--- src/rtl/frame_echo_pkg.sv ---
// -----------------------------------------------------------------------------
// frame_echo_pkg
// Shared Ethernet constants, the parsed-header struct, the echo FSM state
// encoding and small helpers used by the frame echo block.
// -----------------------------------------------------------------------------
package frame_echo_pkg;

    localparam int unsigned ETH_HDR_BYTES   = 14;
    localparam logic [10:0] ETH_MIN_PAYLOAD = 11'd46;
    localparam logic [10:0] ETH_MAX_LEN     = 11'd1500;

    // Parsed header as delivered by the receive path, MSB first on the wire.
    typedef struct packed {
        logic [47:0] dst_mac;
        logic [47:0] src_mac;
        logic [15:0] eth_type;
    } eth_header_t;

    typedef enum logic [2:0] {
        IDLE,
        HDR,
        PAY,
        PAD,
        DONE
    } echo_state_e;

    // Byte idx (0 = first on the wire) of a 14-byte header image.
    function automatic logic [7:0] hdr_byte(input logic [111:0] hdr,
                                            input logic [3:0]   idx);
        logic [111:0] shifted;
        shifted = hdr << {idx, 3'b000};
        return shifted[111:104];
    endfunction

    // Type values up to max_len are payload lengths; larger ones are
    // EtherTypes, for which a fixed payload size is assumed.
    function automatic logic [10:0] payload_len(input logic [15:0] eth_type,
                                                input logic [10:0] max_len,
                                                input logic [10:0] default_len);
        if (eth_type <= {5'b0, max_len}) begin
            return eth_type[10:0];
        end
        return default_len;
    endfunction

endpackage

--- src/rtl/frame_echo_skid.sv ---
// -----------------------------------------------------------------------------
// echo_skid
// Two-entry 8-bit FIFO decoupling RX-buffer read latency from TX backpressure.
// Ports:
//   clk, rst_n   clock, synchronous active-low reset (pointers/count only)
//   push, din    write strobe and data
//   pop          read strobe (head is consumed)
//   dout         head entry, valid while count != 0
//   count        occupancy 0..2
// A push at count=2 only happens together with a pop: the reader reserves the
// slot before issuing the buffer read.
// -----------------------------------------------------------------------------
module echo_skid (
    input  logic       clk,
    input  logic       rst_n,
    input  logic       push,
    input  logic [7:0] din,
    input  logic       pop,
    output logic [7:0] dout,
    output logic [1:0] count
);

    logic [7:0] mem_q [2];
    logic       wr_ptr_q;
    logic       rd_ptr_q;
    logic [1:0] count_q;

    // NOTE: sequential state uses non-blocking assignments so every register
    // in the block updates from the values present before the clock edge.
    always_ff @(posedge clk) begin
        if (!rst_n) begin
            wr_ptr_q <= 1'b0;
            rd_ptr_q <= 1'b0;
            count_q  <= 2'd0;
        end else begin
            if (push) wr_ptr_q <= ~wr_ptr_q;
            if (pop)  rd_ptr_q <= ~rd_ptr_q;
            case ({push, pop})
                2'b10:   count_q <= count_q + 2'd1;
                2'b01:   count_q <= count_q - 2'd1;
                default: count_q <= count_q;
            endcase
        end
    end

    // NOTE: the data array is deliberately not reset; occupancy is tracked by
    // count_q, so stale contents are never presented as valid.
    always_ff @(posedge clk) begin
        if (push) mem_q[wr_ptr_q] <= din;
    end

    assign dout  = mem_q[rd_ptr_q];
    assign count = count_q;

endmodule

--- src/rtl/frame_echo.sv ---
// -----------------------------------------------------------------------------
// frame_echo
// Drains one parsed header plus its buffered payload and transmits a reply
// frame on a byte-wide AXI-Stream: dst = received src, src = LOCAL_MAC,
// type copied, payload echoed byte for byte.
// Ports:
//   clk, rst_n        clock, synchronous active-low reset
//   rx_header[111:0]  {dst_mac, src_mac, eth_type}, valid while brx_empty=0
//   brx_empty         RX buffer empty
//   rx_data[7:0]      RX buffer data, valid the cycle after brx_rd_en
//   brx_rd_en         RX buffer pop request
//   tx_axis_*         reply byte stream (tdata/tvalid/tlast out, tready in)
//   frame_done        one-cycle pulse after the tlast handshake
// Build option:
//   ECHO_PAD_EN       when defined, payloads shorter than 46 bytes are padded
//                     with 0x00 to a 60-byte frame; otherwise sent unpadded.
// -----------------------------------------------------------------------------
module frame_echo
    import frame_echo_pkg::*;
#(
    parameter logic [47:0] LOCAL_MAC   = 48'h02_00_00_00_00_01,
    parameter logic [10:0] DEFAULT_LEN = 11'd46,
    parameter logic [10:0] MAX_LEN     = 11'd1500
) (
    input  logic         clk,
    input  logic         rst_n,
    input  logic [111:0] rx_header,
    input  logic         brx_empty,
    input  logic [7:0]   rx_data,
    output logic         brx_rd_en,
    output logic [7:0]   tx_axis_tdata,
    output logic         tx_axis_tvalid,
    output logic         tx_axis_tlast,
    input  logic         tx_axis_tready,
    output logic         frame_done
);

    echo_state_e state_q, state_d;

    eth_header_t  hdr_in;
    logic [47:0]  src_mac_q;
    logic [15:0]  eth_type_q;
    logic [10:0]  len_q;
    logic [3:0]   hdr_cnt_q;
    logic [10:0]  pay_cnt_q;
    logic [10:0]  reads_q;
    logic         in_flight_q;

    logic [111:0] reply_hdr;
    logic [1:0]   skid_count;
    logic [7:0]   skid_dout;
    logic         skid_pop;
    logic [2:0]   occupancy;
    logic         pad_needed;
    logic         hdr_last;
    logic         pay_last;
    logic         unused_dst;

    assign hdr_in     = rx_header;
    assign unused_dst = ^hdr_in.dst_mac;
    assign reply_hdr  = {src_mac_q, LOCAL_MAC, eth_type_q};

`ifdef ECHO_PAD_EN
    logic pad_last;
    assign pad_needed = (len_q < ETH_MIN_PAYLOAD);
    assign pad_last   = (pay_cnt_q == ETH_MIN_PAYLOAD - 11'd1);
`else
    assign pad_needed = 1'b0;
`endif

    assign hdr_last = (hdr_cnt_q == 4'(ETH_HDR_BYTES - 1));
    assign pay_last = (pay_cnt_q == len_q - 11'd1);

    // Payload bytes leave the skid only on a PAY handshake.
    assign skid_pop = (state_q == PAY) && tx_axis_tvalid && tx_axis_tready;

    // Slots already committed after this cycle's pop; a read is issued only
    // when its byte is guaranteed a skid entry on arrival.
    assign occupancy = {1'b0, skid_count} + {2'b00, in_flight_q} - {2'b00, skid_pop};

    assign brx_rd_en = ((state_q == HDR) || (state_q == PAY)) && !brx_empty
                       && (reads_q < len_q) && (occupancy < 3'd2);

    echo_skid u_skid (
        .clk   (clk),
        .rst_n (rst_n),
        .push  (in_flight_q),
        .din   (rx_data),
        .pop   (skid_pop),
        .dout  (skid_dout),
        .count (skid_count)
    );

    always_ff @(posedge clk) begin
        if (!rst_n) begin
            state_q     <= IDLE;
            src_mac_q   <= '0;
            eth_type_q  <= '0;
            len_q       <= '0;
            hdr_cnt_q   <= '0;
            pay_cnt_q   <= '0;
            reads_q     <= '0;
            in_flight_q <= 1'b0;
        end else begin
            state_q     <= state_d;
            in_flight_q <= brx_rd_en;

            if (state_q == IDLE) begin
                hdr_cnt_q <= '0;
                pay_cnt_q <= '0;
                reads_q   <= '0;
                if (!brx_empty) begin
                    src_mac_q  <= hdr_in.src_mac;
                    eth_type_q <= hdr_in.eth_type;
                    len_q      <= payload_len(hdr_in.eth_type, MAX_LEN, DEFAULT_LEN);
                end
            end else if (brx_rd_en) begin
                reads_q <= reads_q + 11'd1;
            end

            if (tx_axis_tvalid && tx_axis_tready) begin
                if (state_q == HDR) hdr_cnt_q <= hdr_cnt_q + 4'd1;
                else                pay_cnt_q <= pay_cnt_q + 11'd1;
            end
        end
    end

    // NOTE: every output and next-state variable gets a default before the
    // case, so no path leaves one unassigned and no latch is inferred.
    always_comb begin
        state_d        = state_q;
        tx_axis_tvalid = 1'b0;
        tx_axis_tdata  = 8'h00;
        tx_axis_tlast  = 1'b0;
        frame_done     = 1'b0;

        case (state_q)
            IDLE: begin
                if (!brx_empty) state_d = HDR;
            end

            HDR: begin
                tx_axis_tvalid = 1'b1;
                tx_axis_tdata  = hdr_byte(reply_hdr, hdr_cnt_q);
                tx_axis_tlast  = hdr_last && (len_q == 11'd0) && !pad_needed;
                if (tx_axis_tready && hdr_last) begin
                    if (len_q != 11'd0)  state_d = PAY;
                    else if (pad_needed) state_d = PAD;
                    else                 state_d = DONE;
                end
            end

            PAY: begin
                tx_axis_tvalid = (skid_count != 2'd0);
                tx_axis_tdata  = skid_dout;
                tx_axis_tlast  = tx_axis_tvalid && pay_last && !pad_needed;
                if (tx_axis_tvalid && tx_axis_tready && pay_last) begin
                    state_d = pad_needed ? PAD : DONE;
                end
            end

`ifdef ECHO_PAD_EN
            PAD: begin
                tx_axis_tvalid = 1'b1;
                tx_axis_tlast  = pad_last;
                if (tx_axis_tready && pad_last) state_d = DONE;
            end
`endif

            DONE: begin
                frame_done = 1'b1;
                state_d    = IDLE;
            end

            default: state_d = IDLE;
        endcase
    end

endmodule

--- config.mk ---
export PLATFORM = sky130hd
export DESIGN_NAME = frame_echo
export DESIGN_NICKNAME = d
export VERILOG_FILES = /design/src/rtl/frame_echo_pkg.sv /design/src/rtl/frame_echo_skid.sv /design/src/rtl/frame_echo.sv
export SDC_FILE = /design/constraint.sdc
export NUM_CORES = 1
export LEC_CHECK = 0
export ABC_AREA = 1
export CORE_MARGIN = 5
export CORE_UTILIZATION = 55
export DETAILED_ROUTE_END_ITERATION = 8
export GPL_ROUTABILITY_DRIVEN = 0
export PLACE_DENSITY = 0.85
export SYNTH_ARGS = -nofsm -noshare
export SYNTH_HDL_FRONTEND = slang
export SYNTH_SLANG_ARGS = --single-unit
--- constraint.sdc ---
create_clock -name clk -period 7.74 [get_ports clk]
set_input_delay 0.774 -clock clk [delete_from_list [all_inputs] [get_ports clk]]
set_output_delay 0.774 -clock clk [all_outputs]
set_load 0.01 [all_outputs]
After elaboration in Yosys (flattened, before gate mapping). Memory sizes are Yosys's and may differ from the RTL's. A register that Yosys moved wholly into a read port is not among the register bits. Index checks and enable logic that the tools add are counted.

Add/subtract/negate cells: 8. $lt $le $gt $ge: 3. Equal/unequal tests: 10. Shift operators: 1. Multiplexer cells: 26. Bitwise operators: 4. Reductions and logical operators: 21.

Operators with widths (count): $shl 112x7->112 (1); $mux 11 (5); $add 11x1->11 const B (2); $le 16x11->1 const B (1); $pmux 8 s2 (1); $mux 3 (4); $mux 4 (3); $eq 11x11->1 (1); $logic_and 1x1->1 (11); $logic_not 11->1 (1); $lt 11x11->1 (1); $reduce_bool 11->1 (1); $sub 11x1->11 const B (1); $mux 1 (9); $pmux 3 s3 (1); $add 4x1->4 const B (1); $eq 4x4->1 const B (1); $ne 2x1->1 const B (2); $not 1->1 (4); $pmux 1 s2 (2); $pmux 2 s2 (1); $reduce_bool 2->1 (2); $add 2x1->3 (1); $eq 3x1->1 const B (1); 15 further kinds (15).

Flip-flop bits (word level): 109. Bits in writable memories: 16. Input port bits: 124. Output and inout port bits: 12. Word-level logic and storage cells: 85. Memories kept: 1.

Memory list: u_skid.mem_q (depth 2, width 8, rd ports 1, clocked after Yosys merged registers in 1, write ports 1, line frame_echo_skid.sv:23) `logic [7:0] mem_q [2];`.

Logic depth before layout (Yosys ltp).
Word-level depth: 7. Mapped depth: 17. Mapped depth without buffers: 17.

Modules after synthesis. From an unflattened synthesis, not the netlist that was laid out.

Cells, all modules: 842. Area total of the unflattened synthesis: 6402.4 µm².

By module, submodules not included: frame_echo (instances 1, cells an instance 785, area an instance 5575.3 µm², seq. area each 2102.0 µm²); echo_skid (instances 1, cells an instance 57, area an instance 827.0 µm², seq. area each 580.6 µm²).

Least setup slack after synthesis. No wires, ideal clock.

Path kind: input to output. Start point: input tx_axis_tready. End point: output brx_rd_en. Data arrival time: 2.860 ns. Data required time: 6.966 ns. Path slack: 4.106 ns. Stages: 13. Cell sequence: inv_1 a21oi_1 nand2_2 clkinv_1 ha_1 or2_2 fa_1 a21oi_1 o2111ai_1 a21oi_1 nand2_1 inv_2 buf_6.

Longest elaborated chain between the ends: 4.

Ends and longest elaborated chain: start: declaration (line frame_echo.sv:34) `input logic tx_axis_tready,`; $logic_and 1x1->1 (line frame_echo.sv:75) `assign skid_pop = (state_q == PAY) && tx_axis_tvalid && tx_axis_tready;`; net skid_pop (line frame_echo.sv:52) `logic skid_pop;`; $sub 3x1->3 (line frame_echo.sv:79) `assign occupancy = {1'b0, skid_count} + {2'b00, in_flight_q} - {2'b00, skid_pop};`; $lt 3x2->1 (line frame_echo.sv:82) `&& (reads_q < len_q) && (occupancy < 3'd2);`; $logic_and 1x1->1 (line frame_echo.sv:82); end: declaration (line frame_echo.sv:30) `output logic brx_rd_en,`.

The timed path passes the listed nets, and every way through them passes these cells.

Worst setup path after layout. Same ends and word-level chain as after synthesis.

==> results.py <==
metrics = {
    "status": {
        "outcome": "finished, final reports clean",
    },
    "grt": {
        "grt_antenna_before_repair": 0,
        "grt_max_degree": 73,
        "grt_remaining_overflow": 0,
        "via_count_of_the_first_global_routing_pass": 5681,
        "global_route.peak_usage_layer": "met2",
        "grt_util_all_layers_pct": 24.3,
        "gr_layer_usage_met1_pct": 33.4,
        "met2_grt_util_pct": 37.3,
        "first_pass_grt_wire_length_mm": 27.8,
        "met3_usage_pct": 5.86,
    },
    "route": {
        "detailedRoute.firstPassIterationCount": 5,
        "detail_route.vias_per_cell": 5.65,
        "vias": 6013,
        "initialDrtViolationCount": 799,
        "wl_per_cell_um": 16.0,
        "total_detailed_routing_wirelength_mm": 17.1,
        "ant_nets": 0,
        "post-route-drc-count": 0,
    },
    "finish": {
        "design.final.nets": 1052,
        "fill_cells": 887,
        "final_common_cell": "sky130_fd_sc_hd__o21ai_0",
        "utilization_after_layout_pct": 68.7,
        "final_layout_size_suffix_gt1_share_pct": 6.73,
        "n_antenna_cell": 0,
        "mostFrequentLayoutCells": "112 x sky130_fd_sc_hd__o21ai_0, 111 x sky130_fd_sc_hd__a21oi_1, 110 x sky130_fd_sc_hd__dfxtp_1",
        "finish.instance_area_sq_um": 7820,
        "area_delta_synth_final_pct": 22.8,
    },
    "timing": {
        "final_max_slew_viol_count": 0,
        "period_share_pct": 70.6,
        "rsz0062_at_grt": "no",
        "finalHoldWorstSlack_ps": 456,
        "fin_setup_tns_ps": 0,
        "final_period_minus_worst_setup_slack_ps": 5460,
        "finalHoldViolCount": 0,
        "final-setup-viol-count": 0,
        "tightest_slew_ps": 1030,
        "fin_skew_ps": 6.31,
        "max_freq_mhz": 183,
        "relSlewSlack_pct": 31.3,
    },
    "synth": {
        "synth.yosys.seq_area_share_pct": 42.2,
        "yosys_warnings": 0,
        "syn_nets": 985,
        "post_synth_num_cell_types": 44,
        "syn_inst": 842,
        "syn_area_sq_um": 6360,
        "synth_top_area_share_pct": 34.6,
        "avgSynthCellArea_sq_um": 7.56,
        "postSynthRegisterBits": 126,
        "synth_enable_flop_cells": 16,
        "synth-main-ff-cell": "sky130_fd_sc_hd__dfxtp_1",
        "ys_async_rst_share_pct": 0,
        "yosysTopAreaCell": "sky130_fd_sc_hd__dfxtp_1",
        "post_synth_main_area_contributors": "sky130_fd_sc_hd__dfxtp_1 35%, sky130_fd_sc_hd__o21ai_0 8.8%, sky130_fd_sc_hd__a21oi_1 8.7%",
    },
    "worst_setup_path": {
        "critical_path_required_ps": 6970,
        "critical-path-max-stage-delay_ps": 580,
        "critical_path.reg2reg.endpoint": "reads_q[2]",
        "critPathKind": "in2out",
        "crit_chain": "clkdlybuf4s50_1 -> inv_1 -> a21oi_1 -> nand2_2 -> clkinv_1 -> ha_1 -> or2_2 -> fa_1 -> a21oi_1 -> o2111ai_1 -> a21oi_1 -> nand2_1 -> inv_2 -> clkdlybuf4s50_1",
        "worst-path-max-fanout": 13,
        "max_stage_delay_cell_worst_path": "sky130_fd_sc_hd__clkdlybuf4s50_1",
        "worstSetupEndpointType": "primary output",
        "critical_path_arrival_ps": 4690,
        "cp_startpoint_kind": "input port",
        "regToRegStartpoint": "state_q[2]",
        "reg2regPathDepth": 15,
        "rrSetupSlack_ps": 3830,
        "dominant_cell_type_by_count_on_the_critical_path": "sky130_fd_sc_hd__a21oi_1",
    },
    "die": {
        "floorplan.core_area_sq_um": 11400,
        "boundaryPins": 136,
        "starting_density_of_the_core_pct": 56.0,
        "fp.dieW_um": 118,
        "dieArea_sq_um": 13800,
        "placement_rows": 39,
        "die_height_um": 118,
    },
    "clocking": {
        "htree_levels": 4,
        "post_cts_buffers": 0,
        "numCtsBuffers": 17,
        "cts_root_buf": "sky130_fd_sc_hd__clkbuf_16",
        "tritoncts": "built",
        "cts.hold.buffers_added": 0,
        "cts_repair_resize_count": 0,
        "maximum_clock_insertion_buffer_count": 2,
        "cts.reportedPaths.clkPinSlew_ps": 50,
        "cts.sinks": 126,
        "clock_insertion_delay_worst_skew_ps": 420,
    },
    "job": {
        "max-cap-violations": 0,
    },
    "placed_design": {
        "dpl_cell_area_sq_um": 7210,
        "dp_hpwl_mm": 11.7,
        "placement.io_buffers": 87,
    },
    "pwr": {
        "power_frac_comb_pct": 16.7,
        "peakVddDrop_v": 0.000127,
        "power.static_leakage_nw": 2.99,
        "clock_share_of_power_pct": 43.8,
        "pwr_density_cell_nw_per_um2": 239,
        "sequential_share_of_power_pct": 39.5,
        "power.share.switching_pct": 27.2,
        "finalPower_w": 0.00187,
        "switch_pwr_w": 0.000508,
        "power.internal_w": 0.00136,
    },
    "worst_hold_path": {
        "worst_hold_path.num_cells": 2,
        "worst_hold_path_type": "reg2reg",
        "worst_hold_startpoint": "src_mac_q[31]",
        "timing.hold.worst_endpoint": "src_mac_q[31]",
    },
}
-- per-stage QoR --
step	worst slack (ps)	cells
global placement	2580	1033
floorplan	4110	842
detailed placement	2490	1033
CTS	2370	1064
finish	2280	1064
global route	2130	1064
-- final cells by class --
| cell class | instances | area, sq um | area share (%) |
|---|---|---|---|
| repair buffers | 90 | 888 | 11.4 |
| well taps | 143 | 179 | 2.29 |
| clock buffers | 21 | 472 | 6.03 |
| clock inverters | 10 | 135 | 1.73 |
| multi-input cells | 577 | 3100 | 39.6 |
| flip-flops and latches | 126 | 2680 | 34.3 |
| inverters | 97 | 364 | 4.66 |
-- kinds of logic after synthesis --
| logic type | share of synthesized area (%) |
|---|---|
| flops | 42.2 |
| xor+xnor | 2.18 |
| buf+inv | 9.20 |
| fa+ha+maj | 3.85 |
| mux | 1.57 |
| compound gates | 21.9 |
| simple gates | 19.1 |
-- layer usage --
metal	vias to the layer above	share of wire (%)
met3	36	8.8
met1	2740	45
met5	-	0
met4	0	1.8
li1	2966	-
met2	271	44
-- Yosys cell counts, types with 5 or more instances --
cell type and instances:
sky130_fd_sc_hd__nor2_1 88, sky130_fd_sc_hd__xor2_1 10, sky130_fd_sc_hd__nand4_1 10, sky130_fd_sc_hd__inv_2 7, sky130_fd_sc_hd__nor4_1 7, sky130_fd_sc_hd__dfxtp_1 110, sky130_fd_sc_hd__o21ai_0 112, sky130_fd_sc_hd__buf_2 18
sky130_fd_sc_hd__nand2_1 108, sky130_fd_sc_hd__mux2i_1 10, sky130_fd_sc_hd__nand3_1 39, sky130_fd_sc_hd__buf_6 5, sky130_fd_sc_hd__nor3_1 8, sky130_fd_sc_hd__a21oi_1 111, sky130_fd_sc_hd__o21a_1 7, sky130_fd_sc_hd__inv_1 89
sky130_fd_sc_hd__ha_1 18, sky130_fd_sc_hd__nor2_4 5, sky130_fd_sc_hd__clkbuf_1 16, sky130_fd_sc_hd__edfxtp_1 16
-- worst max path at each step --
stage,to,depth (start not counted),startpoint,slack [ps]
after CTS,brx_rd_en,14,tx_axis_tready,2370
after global placement,brx_rd_en,14,tx_axis_tready,2580
after detailed placement,brx_rd_en,14,tx_axis_tready,2490
final,brx_rd_en,14,tx_axis_tready,2280
after floorplan,brx_rd_en,13,tx_axis_tready,4110
after global routing,brx_rd_en,14,tx_axis_tready,2130
-- critical path: cells and delay by family --
| kind | cells | cell delay, ps |
|---|---|---|
| buffers and inverters | 5 | 1630 |
| adder cells (fa/ha/maj) | 2 | 670 |
| AND/OR/NAND/NOR | 3 | 830 |
| AO/OA/AOI/OAI | 4 | 780 |
-- state kept, by name, indices dropped and copies added, names as in the netlist, named ones only --
signal           flops
u_skid.rd_ptr_q      1
src_mac_q           48
in_flight_q          1
len_q               11
u_skid.mem_q        16
hdr_cnt_q            4
eth_type_q          16
reads_q             11
state_q              3
pay_cnt_q           11
u_skid.wr_ptr_q      1
u_skid.count         2
-- power groups by stage --
stage | Sequential [W] | Combinational, W | Clock, W
after floorplan | 0.000743 | 0.000210 | 0
after global placement | 0.000750 | 0.000301 | 0
after detailed placement | 0.000752 | 0.000305 | 0
after CTS | 0.000739 | 0.000309 | 0.000821
after global routing | 0.000745 | 0.000350 | 0.000851
final | 0.000740 | 0.000313 | 0.000819
Power figures use the tool's default switching activity.
==> RTL edit 1: new RTL, same settings <==
Reset style: asynchronous (`rst_n`), changed in 2 clocked blocks. Comments in the files are not updated.
--- a/src/rtl/frame_echo_skid.sv
+++ b/src/rtl/frame_echo_skid.sv
@@ -27,7 +27,7 @@
 
     // NOTE: sequential state uses non-blocking assignments so every register
     // in the block updates from the values present before the clock edge.
-    always_ff @(posedge clk) begin
+    always_ff @(posedge clk or negedge rst_n) begin
         if (!rst_n) begin
             wr_ptr_q <= 1'b0;
             rd_ptr_q <= 1'b0;
--- a/src/rtl/frame_echo.sv
+++ b/src/rtl/frame_echo.sv
@@ -91,7 +91,7 @@
         .count (skid_count)
     );
 
-    always_ff @(posedge clk) begin
+    always_ff @(posedge clk or negedge rst_n) begin
         if (!rst_n) begin
             state_q     <= IDLE;
             src_mac_q   <= '0;
Check against the original RTL: differs if rst_n is asserted again (counterexample within 4 cycles, from zero or initial values and one cycle with rst_n low); with rst_n held inactive, the same outputs for 10 cycles.
==> RTL edit 1 against the original RTL <==
Worst setup slack better by 0.50 ns. Wire length grew 2.2%. Synthesized area up 4.6%. Final area increased by 4.3%. Largest cell class is now sequential cells. Core utilization decreased by 0.62 points. Sequential cell count down 1.
Power is not compared: it rests on default switching activity, and its combinational part moved more than twofold at a synthesized area within 25%.
==> RTL edit 1: results (changes against the original RTL) <==
status:
  status: "finished clean"
timing:
  fin_skew_ns: 0.004971  # -0.001336 ns
  worstMarginPinSlew_ns: 1.022  # -0.005691 ns
logic_synthesis:
  synth_nets: 990  # +0.51%
  synth_cell_type_count: 41  # -6.8%
  ys_top_cells_by_count: "nand2_1 (287), dfrtp_1 (109), o21ai_0 (72), nor2_1 (67), inv_1 (66)"
  avgSynthCellArea_sq_um: 7.857  # +4.0%
layout:
  final-clk-cell-share_pct: 7.001  # -0.76 points
  area_share_nonclk_buffers_pct: 11.02  # -0.34 points
  drive_above_1_share_pct: 6.297  # -0.44 points
  clkbuf_count: 22  # +4.8%
  signal_buffers: 91  # +1.1%
  final-seq-area_sq_mm: 0.003208  # +20%
  multi_input_gates: 613  # +6.2%
worst_hold_path:
  hp-class: "input pin to async pin"
global_route:
  grt_max_degree: 82  # +12%
  grt_pass1_wl_um: 28320  # +1.8%
  grt_pass1_vias: 5795  # +2.0%
setup_path:
  crit_arrival_ns: 4.18  # -0.51 ns
  critPathMaxFanout: 11  # -2
  r2r_setup_slack_ns: 4.15  # +0.32 ns
  reg2reg_to: "reads_q[0]$_DFFE_PN0P_"
route:
  wl_met1_um: 7688  # about the same
  avgRoutedWirePerCell_um: 16.09  # +0.27%
  wl_met2_um: 8028  # +6.0%
  wl_met3_um: 1440  # -3.9%
  first_pass_iters: 6  # +1
  drt_iter0_drc: 661  # -17%
  wl_um: 17440  # +2.2%
clock_network:
  clkTransAtPathRegs_ns: 0.05  # about the same
RTL edit 1: changes by cell type after synthesis, moves of 11 or more:
cell,delta
nand3_1,+11
inv_1,-23
dfrtp_1,+109
nor2_1,-21
dfxtp_1,-110
nand2_1,+179
a21oi_1,-83
o21ai_0,-40
RTL edit 1: power breakdown:
group          switching, W  internal, W
logic              0.000635     0.000349
clock network      0.000295     0.000474
registers          0.000144     0.000870
RTL edit 1: cell families (layout without fill, tap and decap cells):
group,Yosys count,count (layout),synth area share [%]
simple gates,439,439,27.28
compound gates,131,131,10.74
flops,125,125,48.20
buf+inv,109,199,6.844
fa+ha+maj,19,19,3.685
xor+xnor,19,19,2.500
mux,5,5,0.7521
RTL edit 1: metrics by stage:
stage	total power, W	area (sq um)	hold WS, ns
after floorplan	0.001639	6655	0.4366
after global placement	0.001942	7579	0.4497
after detailed placement	0.001986	7579	0.4538
after CTS	0.002758	8149	0.2739
after global routing	0.002938	8149	0.2890
final	0.002766	8149	0.2693
RTL edit 1: critical path, cell delays in order:
cell and delay [ns]:
clkdlybuf4s50_1 0.46, inv_1 0.07, a21oi_1 0.19, nand2_2 0.19
inv_4 0.16, ha_1 0.24, or2_2 0.31, fa_1 0.39
a21oi_1 0.17, o211ai_1 0.12, nor3_2 0.17, nand2_2 0.16
inv_1 0.20, clkdlybuf4s50_1 0.57
RTL edit 1: metal layers:
| metal | track usage [%] | vias up |
|---|---|---|
| met5 | 0 | - |
| met4 | 9.306 | 0 |
| met3 | 4.571 | 26 |
| met2 | 38.18 | 261 |
| met1 | 35.53 | 2859 |
| li1 | - | 2890 |
==> RTL edit 2: new RTL, same flow settings <==
Made on the original files. The option `ECHO_PAD_EN` is turned on by a define.
--- a/src/rtl/frame_echo.sv
+++ b/src/rtl/frame_echo.sv
@@ -15,6 +15,8 @@
 //   ECHO_PAD_EN       when defined, payloads shorter than 46 bytes are padded
 //                     with 0x00 to a 60-byte frame; otherwise sent unpadded.
 // -----------------------------------------------------------------------------
+`define ECHO_PAD_EN
+
 module frame_echo
     import frame_echo_pkg::*;
 #(
Formal check against the unedited RTL: same outputs for any inputs over 4 cycles, from zero or initial values and one cycle with rst_n low; that may be too few to reach the edited logic, so the function may still have changed.
==> RTL edit 2 against the original RTL <==
Final area up 1.0%. Wire length decreased by 4.2%. Sequential share of layout area shrank 0.35 points. Synthesized area grew 0.96%. Sequential cell count stayed put. Count of clock-buffer cells in the layout did not move. Register-to-register slack better by 0.75 ns. Worst setup slack gained 0.61 ns. Critical path type unchanged.
Power is not compared: it rests on default switching activity, and its combinational part moved more than twofold at a synthesized area within 25%.
==> RTL edit 2: results (changes against the original RTL) <==
setup_path:
  critPathMaxStageDelay_ns: 0.59
  critPathMaxFanout: 14  # +1
  crit_arrival_ns: 4.08  # -0.61 ns
  reg2regPathDepth: 9  # -6
logic_synthesis:
  ys_async_sr_fraction_pct: 0  # unchanged
  yosys-top-cells-area: "dfxtp_1 (34%), o21ai_0 (8.6%), a21oi_1 (8.3%)"
  synth_cell_type_count: 48  # +9.1%
  yosysSeqAreaShare_pct: 41.75  # -0.40 points
  synth_flop_cell: "dfxtp_1"
  ys_warn_count: 0  # unchanged
  synth_nets: 1013  # +2.8%
  ys_top_cells_by_count: "nand2_1 (114), dfxtp_1 (110), o21ai_0 (110), a21oi_1 (106), nor2_1 (105)"
layout:
  drive_above_1_share_pct: 6.112  # -0.62 points
  finalNetCount: 1082  # +2.9%
  fill_cells: 904  # +1.9%
global_route:
  grt_pass1_vias: 6001  # +5.6%
  grt.total_usage_pct: 23.99  # -0.33 points
  grt_max_degree: 87  # +19%
  grt_pass1_wl_um: 27680  # -0.55%
clock_network:
  clkTransAtPathRegs_ns: 0.05  # about the same
  post-cts-setup-buffers: 0  # unchanged
  cts_root_buffer: "clkbuf_16"
timing:
  slew_headroom_pct: 38.93  # +7.6 points
  fin_skew_ns: 0.01162  # +0.005310 ns
power_and_ir_drop:
  sw_frac_of_total_pct: 34.31
place:
  dp_hpwl_um: 11500  # -2.0%
  place_area_sq_mm: 0.007323  # +1.6%
  portBuffers: 87  # unchanged
status:
  status: "finished clean"
route:
  drt_iter0_drc: 479  # -40%
  avgRoutedWirePerCell_um: 14.97  # -6.7%
  vias_per_cell: 5.590  # -1.1%
[RTL edit 2: logic make-up (layout without fill, tap and decap cells)]
group | after synthesis | after routing | share of synthesized area, %
multiplexers | 9 | 9 | 1.402
AO/OA/AOI/OAI | 251 | 251 | 20.95
AND/OR/NAND/NOR | 303 | 303 | 20.78
XOR/XNOR | 14 | 14 | 2.123
flip-flops | 126 | 126 | 41.75
adder cells (fa/ha/maj) | 20 | 20 | 4.012
buffers and inverters | 146 | 226 | 8.978
[RTL edit 2: final cells by class]
cell class                      count  area [sq um]  area share [%]
Multi-Input combinational cell    597          3166           40.09
Sequential cell                   126          2683           33.97
Timing Repair Buffer               91         900.9           11.41
Clock buffer                       21         460.4           5.831
Tap cell                          143         178.9           2.266
Inverter                          105         395.4           5.007
Clock inverter                      9         112.6           1.426
[RTL edit 2: per-layer routing]
layer	vias to the layer above	part of all wire [%]	GRT usage (%)
li1	3044	-	-
met5	-	0	0
met2	214	46	37.59
met1	2809	45	31.60
met4	0	2.5	10.54
met3	37	6.5	5.478
[RTL edit 2: through the flow]
step | instances | worst slack (ns) | util, %
final | 1092 | 2.887 | 69.15
after global routing | 1092 | 2.607 | 69.15
after CTS | 1092 | 2.916 | 69.15
after detailed placement | 1062 | 2.960 | 64.14
after global placement | 1062 | 2.968 | 64.14
after floorplan | 869 | 4.505 | -
[RTL edit 2: worst min-delay path: stages (launching register included)]
cell     delay [ns]
dfxtp_1        0.29
inv_1          0.06
a21oi_1        0.05
[RTL edit 2: power by group through the flow]
stage	Combinational, W	Clock (W)	Sequential (W)
after global placement	0.000664	0	0.000837
after floorplan	0.000480	0	0.000827
after detailed placement	0.000673	0	0.000841
after CTS	0.000682	0.000776	0.000829
final	0.000685	0.000773	0.000831
after global routing	0.000776	0.000808	0.000843
[RTL edit 2: final timing paths]
check / from / to / slack (ns)
worst max-delay path: tx_axis_tready / brx_rd_en / 2.89
worst min-delay path: src_mac_q[3]$_SDFFE_PN0P_ / src_mac_q[3]$_SDFFE_PN0P_ / 0.45
worst max register to register: state_q[0]$_SDFFE_PN0P_ / src_mac_q[25]$_SDFFE_PN0P_ / 4.58
worst min register to register: src_mac_q[3]$_SDFFE_PN0P_ / src_mac_q[3]$_SDFFE_PN0P_ / 0.45
